## config.mk

```make
export PLATFORM = sky130hd
export DESIGN_NAME = regfile_write_arbiter_flat
export DESIGN_NICKNAME = d
export VERILOG_FILES = /design/src/rtl/regfile_write_arbiter_if.sv /design/src/rtl/regfile_write_arbiter.sv /design/src/flat_wrapper.sv
export SDC_FILE = /design/constraint.sdc
export NUM_CORES = 1
export LEC_CHECK = 0
export CAP_MARGIN = 20
export CORE_ASPECT_RATIO = 0.9
export CORE_MARGIN = 2
export CORE_UTILIZATION = 41
export CTS_CLUSTER_DIAMETER = 30
export DETAILED_ROUTE_END_ITERATION = 10
export PLACE_DENSITY = 0.84
export SYNTH_ARGS = -nofsm -noshare
export SYNTH_HDL_FRONTEND = slang
export SYNTH_SLANG_ARGS = --single-unit
```

## constraint.sdc

```tcl
create_clock -name new_clk -period 6.02 [get_ports new_clk]
set_input_delay 1.806 -clock new_clk [delete_from_list [all_inputs] [get_ports new_clk]]
set_output_delay 1.806 -clock new_clk [all_outputs]
set_load 0.02 [all_outputs]
```

## src/rtl/regfile_write_arbiter_if.sv

```systemverilog
// Requester-side bus of the register-file write arbiter: three writeback
// sources sharing one valid/ready handshake bundle.
interface regfile_write_arbiter_if;
    // Handshake: requester i raises req_valid[i] and holds req_lock[i],
    // req_addr<i> and req_data<i> stable until it sees req_ready[i] high at a
    // rising clock edge; that edge is the transfer. req_ready is one-hot or
    // zero, never set where req_valid is low, and never depends on addr/data.
    logic [2:0]  req_valid;
    logic [2:0]  req_lock;
    logic [2:0]  req_ready;
    logic [4:0]  req_addr0;
    logic [4:0]  req_addr1;
    logic [4:0]  req_addr2;
    logic [31:0] req_data0;
    logic [31:0] req_data1;
    logic [31:0] req_data2;

    modport master (
        output req_valid, req_lock, req_addr0, req_addr1, req_addr2,
               req_data0, req_data1, req_data2,
        input  req_ready
    );

    modport slave (
        input  req_valid, req_lock, req_addr0, req_addr1, req_addr2,
               req_data0, req_data1, req_data2,
        output req_ready
    );
endinterface

```

## src/rtl/regfile_write_arbiter.sv

```systemverilog
// Round-robin arbiter with bounded burst lock for the single register-file
// write port; the write port itself is driven from registers.
module regfile_write_arbiter #(
    parameter int MAX_BURST    = 4,
    parameter bit ZERO_PROTECT = 1'b0
) (
    input  logic                    new_clk,
    input  logic                    reset,
    regfile_write_arbiter_if.slave  req,
    output logic                    reg_write,
    output logic [4:0]              add_write,
    output logic [31:0]             data_write,
    output logic [1:0]              grant_id,
    output logic [15:0]             collision_cnt,
    output logic                    dbg_state,
    output logic [1:0]              dbg_ptr,
    output logic [1:0]              dbg_owner,
    output logic [3:0]              dbg_burst_cnt
);
    localparam logic [0:0] ST_IDLE    = 1'b0;
    localparam logic [0:0] ST_LOCKED  = 1'b1;
    localparam logic [3:0] BURST_LAST = 4'(MAX_BURST - 1);

    logic [0:0]  state_q, state_d;
    logic [1:0]  ptr_q, ptr_d;
    logic [1:0]  owner_q, owner_d;
    logic [3:0]  burst_cnt_q, burst_cnt_d;
    logic        reg_write_q, reg_write_d;
    logic [4:0]  add_write_q, add_write_d;
    logic [31:0] data_write_q, data_write_d;
    logic [1:0]  grant_id_q, grant_id_d;
    logic [15:0] collision_cnt_q, collision_cnt_d;

    logic [2:0]  ready;
    logic [1:0]  win;
    logic        xfer;
    logic [2:0]  sum;
    logic [1:0]  cand;
    logic [4:0]  win_addr;
    logic [31:0] win_data;

    function automatic logic [1:0] inc3(input logic [1:0] x);
        return (x == 2'd2) ? 2'd0 : x + 2'd1;
    endfunction

    // Winner selection looks only at valid, lock state and pointer.
    always_comb begin
        ready = '0;
        win   = '0;
        xfer  = 1'b0;
        sum   = '0;
        cand  = '0;
        if (state_q == ST_IDLE) begin
            for (int k = 0; k < 3; k++) begin
                sum  = {1'b0, ptr_q} + 3'(k);
                cand = (sum >= 3'd3) ? 2'(sum - 3'd3) : sum[1:0];
                if (!xfer && req.req_valid[cand]) begin
                    xfer = 1'b1;
                    win  = cand;
                end
            end
        end else if (req.req_valid[owner_q]) begin
            xfer = 1'b1;
            win  = owner_q;
        end
        if (xfer) ready[win] = 1'b1;
    end

    assign req.req_ready = ready;

    always_comb begin
        win_addr = req.req_addr0;
        win_data = req.req_data0;
        case (win)
            2'd1:    begin win_addr = req.req_addr1; win_data = req.req_data1; end
            2'd2:    begin win_addr = req.req_addr2; win_data = req.req_data2; end
            default: begin win_addr = req.req_addr0; win_data = req.req_data0; end
        endcase
    end

    always_comb begin
        state_d     = state_q;
        ptr_d       = ptr_q;
        owner_d     = owner_q;
        burst_cnt_d = burst_cnt_q;
        if (state_q == ST_IDLE) begin
            if (xfer) begin
                // A one-grant burst is no lock at all, so MAX_BURST=1 never enters LOCKED.
                if (req.req_lock[win] && (MAX_BURST > 1)) begin
                    state_d     = ST_LOCKED;
                    owner_d     = win;
                    burst_cnt_d = 4'd1;
                end else begin
                    ptr_d = inc3(win);
                end
            end
        end else begin
            if (!xfer || !req.req_lock[owner_q] || (burst_cnt_q >= BURST_LAST)) begin
                state_d     = ST_IDLE;
                ptr_d       = inc3(owner_q);
                burst_cnt_d = 4'd0;
            end else begin
                burst_cnt_d = burst_cnt_q + 4'd1;
            end
        end
    end

    always_comb begin
        reg_write_d     = xfer && !(ZERO_PROTECT && (win_addr == 5'd0));
        add_write_d     = xfer ? win_addr : add_write_q;
        data_write_d    = xfer ? win_data : data_write_q;
        grant_id_d      = xfer ? win : 2'b11;
        collision_cnt_d = collision_cnt_q;
        if (((req.req_valid[0] & req.req_valid[1]) | (req.req_valid[0] & req.req_valid[2]) |
             (req.req_valid[1] & req.req_valid[2])) && (collision_cnt_q != 16'hFFFF))
            collision_cnt_d = collision_cnt_q + 16'd1;
    end

    always_ff @(posedge new_clk or posedge reset) begin
        if (reset) begin
            state_q         <= ST_IDLE;
            ptr_q           <= 2'd0;
            owner_q         <= 2'd0;
            burst_cnt_q     <= 4'd0;
            reg_write_q     <= 1'b0;
            add_write_q     <= 5'd0;
            data_write_q    <= 32'd0;
            grant_id_q      <= 2'b11;
            collision_cnt_q <= 16'd0;
        end else begin
            state_q         <= state_d;
            ptr_q           <= ptr_d;
            owner_q         <= owner_d;
            burst_cnt_q     <= burst_cnt_d;
            reg_write_q     <= reg_write_d;
            add_write_q     <= add_write_d;
            data_write_q    <= data_write_d;
            grant_id_q      <= grant_id_d;
            collision_cnt_q <= collision_cnt_d;
        end
    end

    assign reg_write     = reg_write_q;
    assign add_write     = add_write_q;
    assign data_write    = data_write_q;
    assign grant_id      = grant_id_q;
    assign collision_cnt = collision_cnt_q;
    assign dbg_state     = state_q;
    assign dbg_ptr       = ptr_q;
    assign dbg_owner     = owner_q;
    assign dbg_burst_cnt = burst_cnt_q;
endmodule

```

## src/flat_wrapper.sv

```systemverilog
// flat-port wrapper written by rule: the top's interface ports become plain ports
module regfile_write_arbiter_flat 
#(
    parameter int MAX_BURST    = 4,
    parameter bit ZERO_PROTECT = 1'b0
)
  (new_clk, reset, reg_write, add_write, data_write, grant_id, collision_cnt, dbg_state, dbg_ptr, dbg_owner, dbg_burst_cnt, req_req_valid, req_req_lock, req_req_addr0, req_req_addr1, req_req_addr2, req_req_data0, req_req_data1, req_req_data2, req_req_ready);
  regfile_write_arbiter_if req_i ();
  input  logic new_clk;
  input  logic reset;
  output logic reg_write;
  output logic [4:0] add_write;
  output logic [31:0] data_write;
  output logic [1:0] grant_id;
  output logic [15:0] collision_cnt;
  output logic dbg_state;
  output logic [1:0] dbg_ptr;
  output logic [1:0] dbg_owner;
  output logic [3:0] dbg_burst_cnt;
  input wire logic [$bits(req_i.req_valid)-1:0] req_req_valid;
  input wire logic [$bits(req_i.req_lock)-1:0] req_req_lock;
  input wire logic [$bits(req_i.req_addr0)-1:0] req_req_addr0;
  input wire logic [$bits(req_i.req_addr1)-1:0] req_req_addr1;
  input wire logic [$bits(req_i.req_addr2)-1:0] req_req_addr2;
  input wire logic [$bits(req_i.req_data0)-1:0] req_req_data0;
  input wire logic [$bits(req_i.req_data1)-1:0] req_req_data1;
  input wire logic [$bits(req_i.req_data2)-1:0] req_req_data2;
  output wire logic [$bits(req_i.req_ready)-1:0] req_req_ready;
  assign req_i.req_valid = req_req_valid;
  assign req_i.req_lock = req_req_lock;
  assign req_i.req_addr0 = req_req_addr0;
  assign req_i.req_addr1 = req_req_addr1;
  assign req_i.req_addr2 = req_req_addr2;
  assign req_i.req_data0 = req_req_data0;
  assign req_i.req_data1 = req_req_data1;
  assign req_i.req_data2 = req_req_data2;
  assign req_req_ready = req_i.req_ready;
  regfile_write_arbiter #(.MAX_BURST(MAX_BURST), .ZERO_PROTECT(ZERO_PROTECT)) u_core (.new_clk(new_clk), .reset(reset), .req(req_i), .reg_write(reg_write), .add_write(add_write), .data_write(data_write), .grant_id(grant_id), .collision_cnt(collision_cnt), .dbg_state(dbg_state), .dbg_ptr(dbg_ptr), .dbg_owner(dbg_owner), .dbg_burst_cnt(dbg_burst_cnt));
endmodule
```

==> flow_metrics.tcl <==
set metrics [dict create \
    grt_use_total_pct 21.9 \
    grt_max_degree 77 \
    yosysWarningCount 0 \
    synth.avg_cell_area_um2 9.18 \
    synth-simple-area-share_pct 13.8 \
    drtIter0Drc 96 \
    tightest_slew_ns 0.813 \
    finClkSkew_ns 0.00879 \
    synth_mux_area_share_pct 5.18 \
    clk_latency_ns 0.33 \
    rr_worst_depth 11 \
    io_buffers 186 \
    wire_per_inst_um 15.6 \
    placed_area_um2 5740 \
    timing.fmax_mhz 175 \
    antenna_left 0 \
    power.leakage_nw 2.46 \
    routed_wl_mm 11.2 \
    grt_pass1_vias 3540 \
    grt_pass1_wl_mm 17.4 \
    layout.nets 724 \
    crit_path_start_kind "primary input" \
    post-route-util_pct 65.4 \
    rsz0062_at_grt "no" \
    clock-root-buffer "clkbuf_8" \
    fill_cells 755 \
    ir_drop_v 0.000311 \
    antenna_cells 0 \
    hold_start "u_core.data_write[6]$_DFFE_PP0P_" \
    synth.cell_area_um2 3790 \
    whs_endpoint "u_core.data_write[6]$_DFFE_PP0P_" \
    synth_compound_area_share_pct 25.0 \
    path_clk_slew_ns 0.06 \
    fp.dieH_um 95.2 \
    required_ns 4.21 \
    grt-ovfl-total 0 \
    critPathCaptureType "output port" \
    drc 0 \
    vias_per_cell 5.18 \
    cts_sinks 65 \
    place_hpwl_mm 8.45 \
    cts_tree "yes" \
    first_pass_iters 4 \
    seqCellArea_um2 1630 \
    synth_cells 413 \
    synth_top_family_by_area "compound AO/OA/AOI/OAI gates" \
    antenna_found_initial 0 \
    ys_seq_area_share_pct 43.0 \
    fin_crit_ns 5.71 \
    vias 3734 \
    die_area_um2 10000 \
    synth-edff-count 0 \
    synth_ff_type "dfrtp_1" \
    setup_viol 0 \
    synth-xor-area-share_pct 3.00 \
    timing.hold.ws_ns 0.479 \
    maxCapViolations 0 \
    final_common_cell "clkdlybuf4s50_1" \
    synth_seq_cells 65 \
    finalSetupTns_ns 0 \
    cts_buffers 9 \
    die_w_um 105 \
    reg2reg_from "u_core.dbg_ptr[0]$_DFFE_PP0P_" \
    setup.worst_path.class "in -> out" \
    crit-reg2reg-capture "u_core.add_write[0]$_DFFE_PP0P_" \
    final_cell_area_um2 5910 \
    synth_cell_type_count 59 \
    rows 33 \
    cp_data_arrival_time_ns 3.91 \
    instances_no_fill 721 \
    regToRegSetupSlack_ns 2.83 \
    start_util_pct 41.9 \
    synthesis.nets 543 \
    layout_common_cells "clkdlybuf4s50_1, nand2_1, o21ai_0, dfrtp_1, a22oi_1" \
    final_layout_size_suffix_gt1_share_pct 9.52 \
    hold_path_class "reg -> reg" \
    dp.cells 704 \
    path_max_fanout 5 \
    status "complete, no violations" \
    multi_input_area_um2 1930 \
    io_pins 187 \
    synth_fa_ha_area_share_pct 3.90 \
    coreArea_um2 9040 \
    synthArstFlopShare_pct 100 \
    period_share_pct 94.9 \
    holdPathStages 2 \
    slew_violations 0 \
    powerDensity_nw_per_um2 594 \
    cts_max_level 3 \
    gp_congestion 0.897 \
    hold_viol 0 \
    relSlewSlack_pct 45.8 \
    cts_buffer_depth 2 \
    area_growth_pct 56.0 \
]
## worst max-delay path by stage
stage                  endpoint  cells after the start        startpoint
5_1_grt        req_req_ready[1]                     10  req_req_valid[1]
3_5_place_dp   req_req_ready[2]                      9  req_req_valid[2]
6_report       req_req_ready[1]                     10  req_req_valid[1]
2_1_floorplan  req_req_ready[1]                     11  req_req_valid[2]
3_3_place_gp   req_req_ready[2]                      9  req_req_valid[1]
4_1_cts        req_req_ready[2]                      9  req_req_valid[1]
## kinds of logic (layout without fill, tap and decap cells)
group	after synthesis	after routing
AOI/OAI and AO/OA	145	145
and+or+nand+nor	118	118
DFF	65	65
buffers and inverters	45	231
muxes	15	15
xor gates and xnor gates	13	13
adders and majority gates	12	12
## area by class of cell
| class | instances | share of cell area (%) |
|---|---|---|
| Multi-Input combinational cell | 303 | 32.6 |
| Clock inverter | 6 | 0.592 |
| Timing Repair Buffer | 202 | 33.6 |
| Tap cell | 122 | 2.58 |
| Sequential cell | 65 | 27.5 |
| Inverter | 13 | 0.910 |
| Clock buffer | 10 | 2.16 |
## worst max-delay path, stage by stage
cell	delay (ns)
clkdlybuf4s50_1	0.47
buf_4	0.19
mux2i_1	0.18
o22ai_2	0.15
or3_4	0.41
mux2i_4	0.16
inv_2	0.07
buf_4	0.14
and2_1	0.16
buf_4	0.16
## metal layers
layer | part of all wire, % | track usage, % | up-vias | wire (µm)
met5 | 0 | 0 | - | 0
met4 | 0.94 | 5.22 | 0 | 106
met3 | 6.3 | 5.67 | 7 | 707
met2 | 52 | 39.7 | 127 | 5860
met1 | 41 | 26.3 | 1770 | 4560
li1 | - | - | 1830 | -
## stage by stage
stage / total power [mW] / worst slack, ns
floorplan: 2.41 / 0.362
global placement: 3.13 / 0.0944
detailed placement: 3.24 / 0.0327
CTS: 3.57 / 0.0416
global route: 3.86 / 0.208
finish: 3.51 / 0.307
## power by group
group          leakage, nW  internal (mW)  switching (mW)
Clock               0.0818          0.147           0.167
Combinational         1.58           1.02            1.38
Sequential           0.803          0.656           0.146
Total                 2.46           1.82            1.69
## repair_timing
item                                    4_1_cts  5_1_grt
gates resized for setup                       0        2
buffers inserted                              0        1
endpoints found under the setup margin        0        2
hold buffers                                  0        0
## state kept, by name (all words and copies together) (netlist names)
| register | flops |
|---|---|
| u_core.dbg_owner | 2 |
| u_core.reg_write | 1 |
| u_core.dbg_state | 1 |
| u_core.grant_id | 2 |
| u_core.dbg_burst_cnt | 4 |
| u_core.add_write | 5 |
| u_core.collision_cnt | 16 |
| u_core.data_write | 32 |
| u_core.dbg_ptr | 2 |
## cell usage after synthesis (all sizes together), types with 3 or more instances
master / number / area [µm²]
dfrtp: 63 / 1580
buf: 17 / 119
ha: 11 / 138
clkbuf: 15 / 60.1
nor2: 4 / 15.0
nand3: 7 / 35.0
and2: 4 / 25.0
mux2i: 10 / 133
nand2: 87 / 327
inv: 12 / 45.0
a21oi: 6 / 33.8
nand4: 4 / 25.0
o21ai: 78 / 390
mux2: 5 / 63.8
a22oi: 37 / 278
o211a: 3 / 30.0
xnor2: 11 / 96.3
No activity file was read; power rests on OpenSTA's default activity.
